### config.mk
export PLATFORM = sky130hd
export DESIGN_NAME = seq_mac_bfusion1d
export DESIGN_NICKNAME = d
export VERILOG_FILES = /design/src/rtl/seq_mac_bfusion1d.sv
export SDC_FILE = /design/constraint.sdc
export NUM_CORES = 1
export LEC_CHECK = 0
export CAP_MARGIN = 15
export CORE_UTILIZATION = 43
export CTS_CLUSTER_DIAMETER = 150
export DETAILED_ROUTE_END_ITERATION = 7
export GPL_ROUTABILITY_DRIVEN = 0
export PLACE_DENSITY_LB_ADDON = 0.05
export SLEW_MARGIN = 20
export SYNTH_ARGS = -nofsm -noshare
export SYNTH_HDL_FRONTEND = slang
export SYNTH_SLANG_ARGS = --single-unit
export TNS_END_PERCENT = 10
### constraint.sdc
create_clock -name clk -period 1.6 [get_ports clk]
set_input_delay 0.32 -clock clk [delete_from_list [all_inputs] [get_ports clk]]
set_output_delay 0.32 -clock clk [all_outputs]
set_load 0.03 [all_outputs]
### src/rtl/seq_mac_bfusion1d.sv
// seq_mac_bfusion1d
//   Sequencer in front of a bit-fusion MAC (top_mac_bfusion1d). Accepts a
//   valid/ready stream of (w,a) operand pairs and packs them into MAC beats:
//   one pair per beat in 8x8 mode, two pairs per beat in 8x4 mode. Each
//   accumulation group runs CLEAR -> RUN -> DRAIN -> DONE and returns one
//   sign-corrected sum on a valid/ready result port.
//
// Ports
//   clk, rst_n            clock (rising edge), asynchronous active-low reset
//   start, cfg_mode,      start pulse and configuration, sampled only in IDLE
//   cfg_len, cfg_groups   (cfg_len/cfg_groups of 0 are treated as 1)
//   busy                  high from the start edge until the return to IDLE
//   in_valid, in_ready    operand pair handshake
//   in_w, in_a            signed weight (8x4 mode uses in_w[3:0]), unsigned activation
//   mac_mode, mac_accu_rst,
//   mac_w, mac_a          registered drive to the MAC
//   mac_z                 MAC accumulator value
//   out_valid, out_ready  group result handshake
//   out_z                 signed group sum
module seq_mac_bfusion1d #(
  parameter int HEADROOM = 4,
  parameter int LAT      = 3,
  parameter int LEN_W    = 8,
  parameter int GRP_W    = 8
) (
  input  logic                       clk,
  input  logic                       rst_n,
  input  logic                       start,
  input  logic                       cfg_mode,
  input  logic [LEN_W-1:0]           cfg_len,
  input  logic [GRP_W-1:0]           cfg_groups,
  output logic                       busy,
  input  logic                       in_valid,
  output logic                       in_ready,
  input  logic [7:0]                 in_w,
  input  logic [7:0]                 in_a,
  output logic                       mac_mode,
  output logic                       mac_accu_rst,
  output logic [7:0]                 mac_w,
  output logic [15:0]                mac_a,
  input  logic [16+HEADROOM-1:0]     mac_z,
  output logic                       out_valid,
  input  logic                       out_ready,
  output logic signed [16+HEADROOM-1:0] out_z
);

  localparam int ZW = 16 + HEADROOM;
  // In 8x4 mode only the low 13+HEADROOM bits of the MAC sum are meaningful.
  localparam int SW = 13 + HEADROOM;
  localparam int DW = $clog2(LAT + 1);

  typedef enum logic [2:0] {IDLE, CLEAR, RUN, DRAIN, DONE} state_t;

  state_t           state, state_nx;
  logic             mode_q;
  logic [LEN_W-1:0] len_q, beat_cnt;
  logic [GRP_W-1:0] grp_q, grp_cnt;
  logic [DW-1:0]    drain_cnt;
  logic             pack_vld;
  logic [3:0]       pack_w;
  logic [7:0]       pack_a;

  logic accept, issue, last_beat, drain_done, handshake, last_grp;

  function automatic logic signed [ZW-1:0] sign_fix(input logic [ZW-1:0] z);
    return $signed({{(ZW-SW){z[SW-1]}}, z[SW-1:0]});
  endfunction

  assign accept     = in_valid & in_ready;
  // In 8x4 mode a beat is only issued when the pack register already holds the upper lanes.
  assign issue      = accept & (~mode_q | pack_vld);
  assign last_beat  = issue & (beat_cnt == len_q);
  assign drain_done = (state == DRAIN) && (drain_cnt == DW'(LAT));
  assign handshake  = out_valid & out_ready;
  assign last_grp   = (grp_cnt == grp_q);

  // State register
  always_ff @(posedge clk or negedge rst_n) begin
    if (!rst_n) state <= IDLE;
    else        state <= state_nx;
  end

  // Next-state logic
  always_comb begin
    state_nx = state;
    unique case (state)
      IDLE:    if (start)      state_nx = CLEAR;
      CLEAR:                   state_nx = RUN;
      RUN:     if (last_beat)  state_nx = DRAIN;
      DRAIN:   if (drain_done) state_nx = DONE;
      DONE:    if (handshake)  state_nx = last_grp ? IDLE : CLEAR;
      default:                 state_nx = IDLE;
    endcase
  end

  // Output decode
  always_comb begin
    busy      = (state != IDLE);
    in_ready  = (state == RUN);
    out_valid = (state == DONE);
  end

  assign mac_mode = mode_q;

  // Control registers: configuration, counters, pack occupancy
  always_ff @(posedge clk or negedge rst_n) begin
    if (!rst_n) begin
      mode_q       <= 1'b0;
      len_q        <= '0;
      grp_q        <= '0;
      beat_cnt     <= '0;
      grp_cnt      <= '0;
      drain_cnt    <= '0;
      pack_vld     <= 1'b0;
      mac_accu_rst <= 1'b0;
    end else begin
      mac_accu_rst <= (state_nx == CLEAR);
      unique case (state)
        IDLE: if (start) begin
          mode_q  <= cfg_mode;
          len_q   <= (cfg_len == '0) ? LEN_W'(1) : cfg_len;
          grp_q   <= (cfg_groups == '0) ? GRP_W'(1) : cfg_groups;
          grp_cnt <= GRP_W'(1);
        end
        CLEAR: begin
          beat_cnt <= LEN_W'(1);
          pack_vld <= 1'b0;
        end
        RUN: if (accept) begin
          pack_vld <= mode_q & ~pack_vld;
          if (last_beat)  drain_cnt <= DW'(1);
          else if (issue) beat_cnt  <= beat_cnt + LEN_W'(1);
        end
        DRAIN: if (!drain_done) drain_cnt <= drain_cnt + DW'(1);
        DONE: if (handshake && !last_grp) grp_cnt <= grp_cnt + GRP_W'(1);
        default: ;
      endcase
    end
  end

  // Pack register for the upper lanes of an 8x4 beat; occupancy is tracked by pack_vld
  always_ff @(posedge clk) begin
    if (accept && mode_q && !pack_vld) begin
      pack_w <= in_w[3:0];
      pack_a <= in_a;
    end
  end

  // Beat issue stage: operands default to zero so idle cycles add nothing
  always_ff @(posedge clk or negedge rst_n) begin
    if (!rst_n) begin
      mac_w <= '0;
      mac_a <= '0;
    end else begin
      mac_w <= '0;
      mac_a <= '0;
      if (issue) begin
        if (mode_q) begin
          mac_w <= {pack_w, in_w[3:0]};
          mac_a <= {pack_a, in_a};
        end else begin
          mac_w <= in_w;
          mac_a <= {8'h00, in_a};
        end
      end
    end
  end

  // Result capture on the LAT-th edge after the last beat edge
  always_ff @(posedge clk or negedge rst_n) begin
    if (!rst_n)          out_z <= '0;
    else if (drain_done) out_z <= mode_q ? sign_fix(mac_z) : $signed(mac_z);
  end

endmodule

Word-level counts from Yosys, hierarchy flattened. Index checks and enable logic that the tools add are counted.

Add/subtract/negate cells: 3. Equality and inequality tests: 15. Muxes and demuxes: 26. Bitwise gates (word level): 8. Reductions and logical operators: 18.

Operators with widths (count): $mux W8 (9); $mux W16 (2); $pmux W8 S2 (2); $mux W20 (1); $add A8 B1 Y8 const B (2); $eq A8 B8 Y1 (2); $logic_not A8 Y1 (2); $pmux W3 S5 (1); $mux W3 (4); $ne A2 B1 Y1 const B (4); $reduce_and A4 Y1 (2); $eq A3 B1 Y1 const B (2); $eq A3 B2 Y1 const B (2); $mux W2 (3); $ne A2 B2 Y1 const B (3); $reduce_bool A2 Y1 (3); $and A1 B1 Y1 (5); $logic_and A1 B1 Y1 (4); $pmux W2 S2 (1); $reduce_and A2 Y1 (2); $eq A3 B3 Y1 const B (1); $logic_not A3 Y1 (1); $reduce_and A3 Y1 (1); $reduce_bool A3 Y1 (1); other kinds (7) (10).

Register bits after elaboration: 96. Input port bits: 58. Output and inout port bits: 49. Word-level logic and storage cells: 84.

Longest topological paths before layout.
Depth in word-level cells: 7. Depth in mapped cells: 7. Mapped depth without buffers: 7.

Worst setup path after synthesis. Ideal clock, no wire load.

Path kind: register to register. Start point: register state[2]. End point: register pack_a[0], enable pin. Library setup time: 0.382 ns. Arrival time: 1.601 ns. Required time: 1.218 ns. Setup slack: -0.383 ns. Stages on the path, launching flop included: 4. Path buffers: 0. Clock period less this slack: 1.983 ns. Path through: dfrtp_1 -> nor3b_4 -> nand2_1 -> nor2_1.

Cells in the longest elaborated chain, start to end: 4.

Ends and longest elaborated chain: from (decl) (line 54) `state_t state, state_nx;`; from (signal assigned) (line 80) `else state <= state_nx;`; $eq A3 B2 Y1 (line 99) `in_ready = (state == RUN);`; named net in_ready (line 34) `output logic in_ready,`; $and A1 B1 Y1 (line 69) `assign accept = in_valid & in_ready;`; $logic_and A1 B1 Y1 (2 in series) (line 143) `if (accept && mode_q && !pack_vld) begin`; to (signal assigned) (line 145) `pack_a <= in_a;`; to (decl) (line 61) `logic [7:0] pack_a;`.

The timed path passes the listed nets, and every way through them passes these cells. A chain may end at the register's enable or synchronous reset.

Final worst setup path.
Start point: register state[0]. End point: output port in_ready.

Cells in the longest elaborated chain, start to end: 1.

Ends and longest elaborated chain (line): $eq A3 B2 Y1 (99); to (decl) (34).

Every way passes these cells.

==> results.json <==
{
  "outcome": "finished, violations left",
  "violations": "negative setup slack",
  "synth_area_per_cell_um2": 12.0,
  "worstPathArrival_ns": 1.41,
  "clk_latency_ns": 0.37,
  "fin_crit_sh": 1.08,
  "skew_ns": 0.0105,
  "synth_top_area_frac": 0.541,
  "syn_to_final_growth_pct": 48.2,
  "clock-root-buffer": "clkbuf_8",
  "die_area_mm2": 0.00942,
  "crit_path_end_kind": "output port",
  "place_area_mm2": 0.00539,
  "grt_overflow_total": 0,
  "leakagePower_nw": 2.75,
  "avgRoutedWirePerCell_um": 14.6,
  "synth_cell_type_count": 37,
  "nets": 538,
  "fin_tns_setup_ns": -1.50,
  "finish.utilization": 0.660,
  "vdd_drop_max_uv": 689,
  "slew_headroom": 0.660,
  "portBuffers": 106,
  "synth_area_leaders": "dfrtp_1 54%, edfxtp_1 9.3%, nand2_1 6.0%, mux2_2 5.5%, mux2i_1 2.6%",
  "syn_inst": 323,
  "antenna_cells": 0,
  "grt_pass1_vias": 2999,
  "r2r_slack_ns": -0.08,
  "setup_slack_ns": -0.132,
  "cts_tree": "yes",
  "drtIter0Drc": 71,
  "yosys_warnings": 0,
  "cp.required_ns": 1.28,
  "yosys_register_bits": 96,
  "h-tree-depth": 3,
  "rows": 34,
  "grt_pass1_wl_um": 14300,
  "dieWidth_um": 97.0,
  "clkSinkCount": 96,
  "seq_area_frac_synth": 0.634,
  "crit_fanout": 4,
  "crit_path_start": "state[0]",
  "drc_errors": 0,
  "hold_path.class": "in2async",
  "ant_nets": 0,
  "yosysTopAreaCell": "dfrtp_1",
  "worst-setup-path-type": "reg2out",
  "cts.clk_slew.worst_paths_ns": 0.10,
  "drt-total-wl_um": 8600,
  "final-instance-count-excl-fill": 590,
  "die_h_um": 97.0,
  "drv_slew": 0,
  "r2r_start": "state[0]",
  "drive_above_1_share": 0.237,
  "grt.total_usage": 0.195,
  "ios": 107,
  "hold_violations": 0,
  "hpwl_um": 6030,
  "worstMarginPinSlew_ns": 0.503,
  "final_area_mm2": 0.00576,
  "floorplan.initialDensity": 0.445,
  "placed_cells": 565,
  "nFillCells": 708,
  "netlist_area_mm2": 0.00388,
  "finalCriticalPeriod_ns": 1.73,
  "reg2regPathDepth": 7,
  "startpoint_type": "flip-flop",
  "vias": 2932,
  "rsz0062_at_grt": "yes",
  "cts_buffers": 9,
  "crit-reg2reg-capture": "pack_w[2]",
  "dr.pass1.iters": 4,
  "setup_viol": 31,
  "core_mm2": 0.00872,
  "cp-endpoint": "in_ready",
  "p_per_area_mw_per_mm2": 1640,
  "clockBufferDepth": 2,
  "grt_max_degree": 35,
  "drv_cap": 0,
  "antenna_found_initial": 0,
  "drt-vias-per-instance": 4.97,
  "fmax_mhz": 577,
  "syn_nets": 384
}
## state kept, by name (all words and copies together) (netlist names), 4 cells and up
register  count
beat_cnt      8
grp_cnt       8
grp_q         8
len_q         8
mac_a        16
mac_w         8
out_z        20
pack_a        8
pack_w        4
## critical path: stages (launching register included)
cell and delay [ns]:
dfrtp_1 0.43, buf_6 0.14, nor3b_4 0.22, buf_6 0.15, buf_12 0.11
## repair_timing
action,in CTS,in global routing
hold buffers,1,0
gates resized for setup,62,23
endpoints found under the hold margin,23,0
pin swaps,10,11
buffers inserted,4,3
cloned,1,0
endpoints found under the setup margin,83,57
## cell type report
type / count / area (um^2) / share of cell area
flip-flops and latches: 96 / 2460 / 0.428
well taps: 108 / 135 / 0.0235
clock inverters: 7 / 97.6 / 0.0170
repair buffers: 156 / 1470 / 0.255
clock buffers: 9 / 124 / 0.0215
multi-input cells: 208 / 1450 / 0.251
inverters: 6 / 22.5 / 0.00391
## layout by cell type, fill, tap and decap left out, types with 9 or more instances in the layout
master / Yosys / final
dfrtp_1: 84 / 83
dlygate4sd2_1: 0 / 45
o211ai_1: 9 / 9
buf_4: 0 / 42
and3_1: 10 / 9
edfxtp_1: 12 / 12
clkbuf_8: 0 / 9
o21ai_0: 10 / 9
mux2_2: 19 / 19
mux2i_1: 10 / 10
and2_1: 13 / 13
clkdlybuf4s50_1: 0 / 56
nand2_1: 62 / 58
## worst min-delay path by stage
stage | slack (ns) | start | endpoint | cells past startpoint
after CTS | 0.41 | rst_n | mac_a[10] | 2
after global placement | 0.27 | rst_n | beat_cnt[6] | 1
final | 0.40 | rst_n | state[1] | 2
after global routing | 0.42 | rst_n | mac_a[0] | 2
after detailed placement | 0.26 | rst_n | beat_cnt[6] | 1
after floorplan | 0.02 | rst_n | beat_cnt[0] | 0
## where the power goes
part	switching [mW]	internal (mW)
logic	2.23	1.87
clock network	0.962	0.777
registers	0.387	3.23
total	3.58	5.88
## synthesized netlist by cell type
library cell	instances
a31oi_1	1
nor4bb_1	1
or3b_2	1
o211ai_1	9
nor3b_4	1
nand4b_1	1
nor4_1	4
a21o_1	1
nand2b_1	1
nor3_1	6
inv_1	6
a21boi_1	1
o21ai_0	10
clkbuf_1	9
o31ai_1	7
and2_0	1
nor2_1	7
mux2_2	19
edfxtp_1	12
buf_2	4
xnor2_1	8
ha_1	3
a22o_1	1
a31o_2	1
nand3_2	1
nand3_1	6
xor2_1	8
and3_1	10
dfrtp_1	84
and4_1	1
nand4_1	7
and2_1	13
or4_1	1
or3_1	2
mux2i_1	10
a21oi_1	3
nand2_1	62
## routing by layer
layer,GRT usage,vias to the layer above,part of all wire
met1,0.227,1416,0.43
met2,0.338,69,0.50
met5,0,-,0
li1,-,1434,-
met4,0.0815,0,0.018
met3,0.0527,13,0.054
## cell families after synthesis
family,synth area share
compound gates,0.0577
buf+inv,0.0197
mux,0.0809
xor+xnor,0.0361
flops,0.634
fa+ha+maj,0.00967
simple gates,0.162
## metrics by stage
step                      setup slack [ns]  power (mW)  hold slack [ns]
after global routing                -0.183        9.99            0.416
after global placement             -0.0740        7.63            0.267
after detailed placement            -0.126        7.73            0.263
final                               -0.132        9.46            0.403
after CTS                           -0.144        9.43            0.410
after floorplan                     -0.185        5.90           0.0244
(Power assumes the default switching activity.)
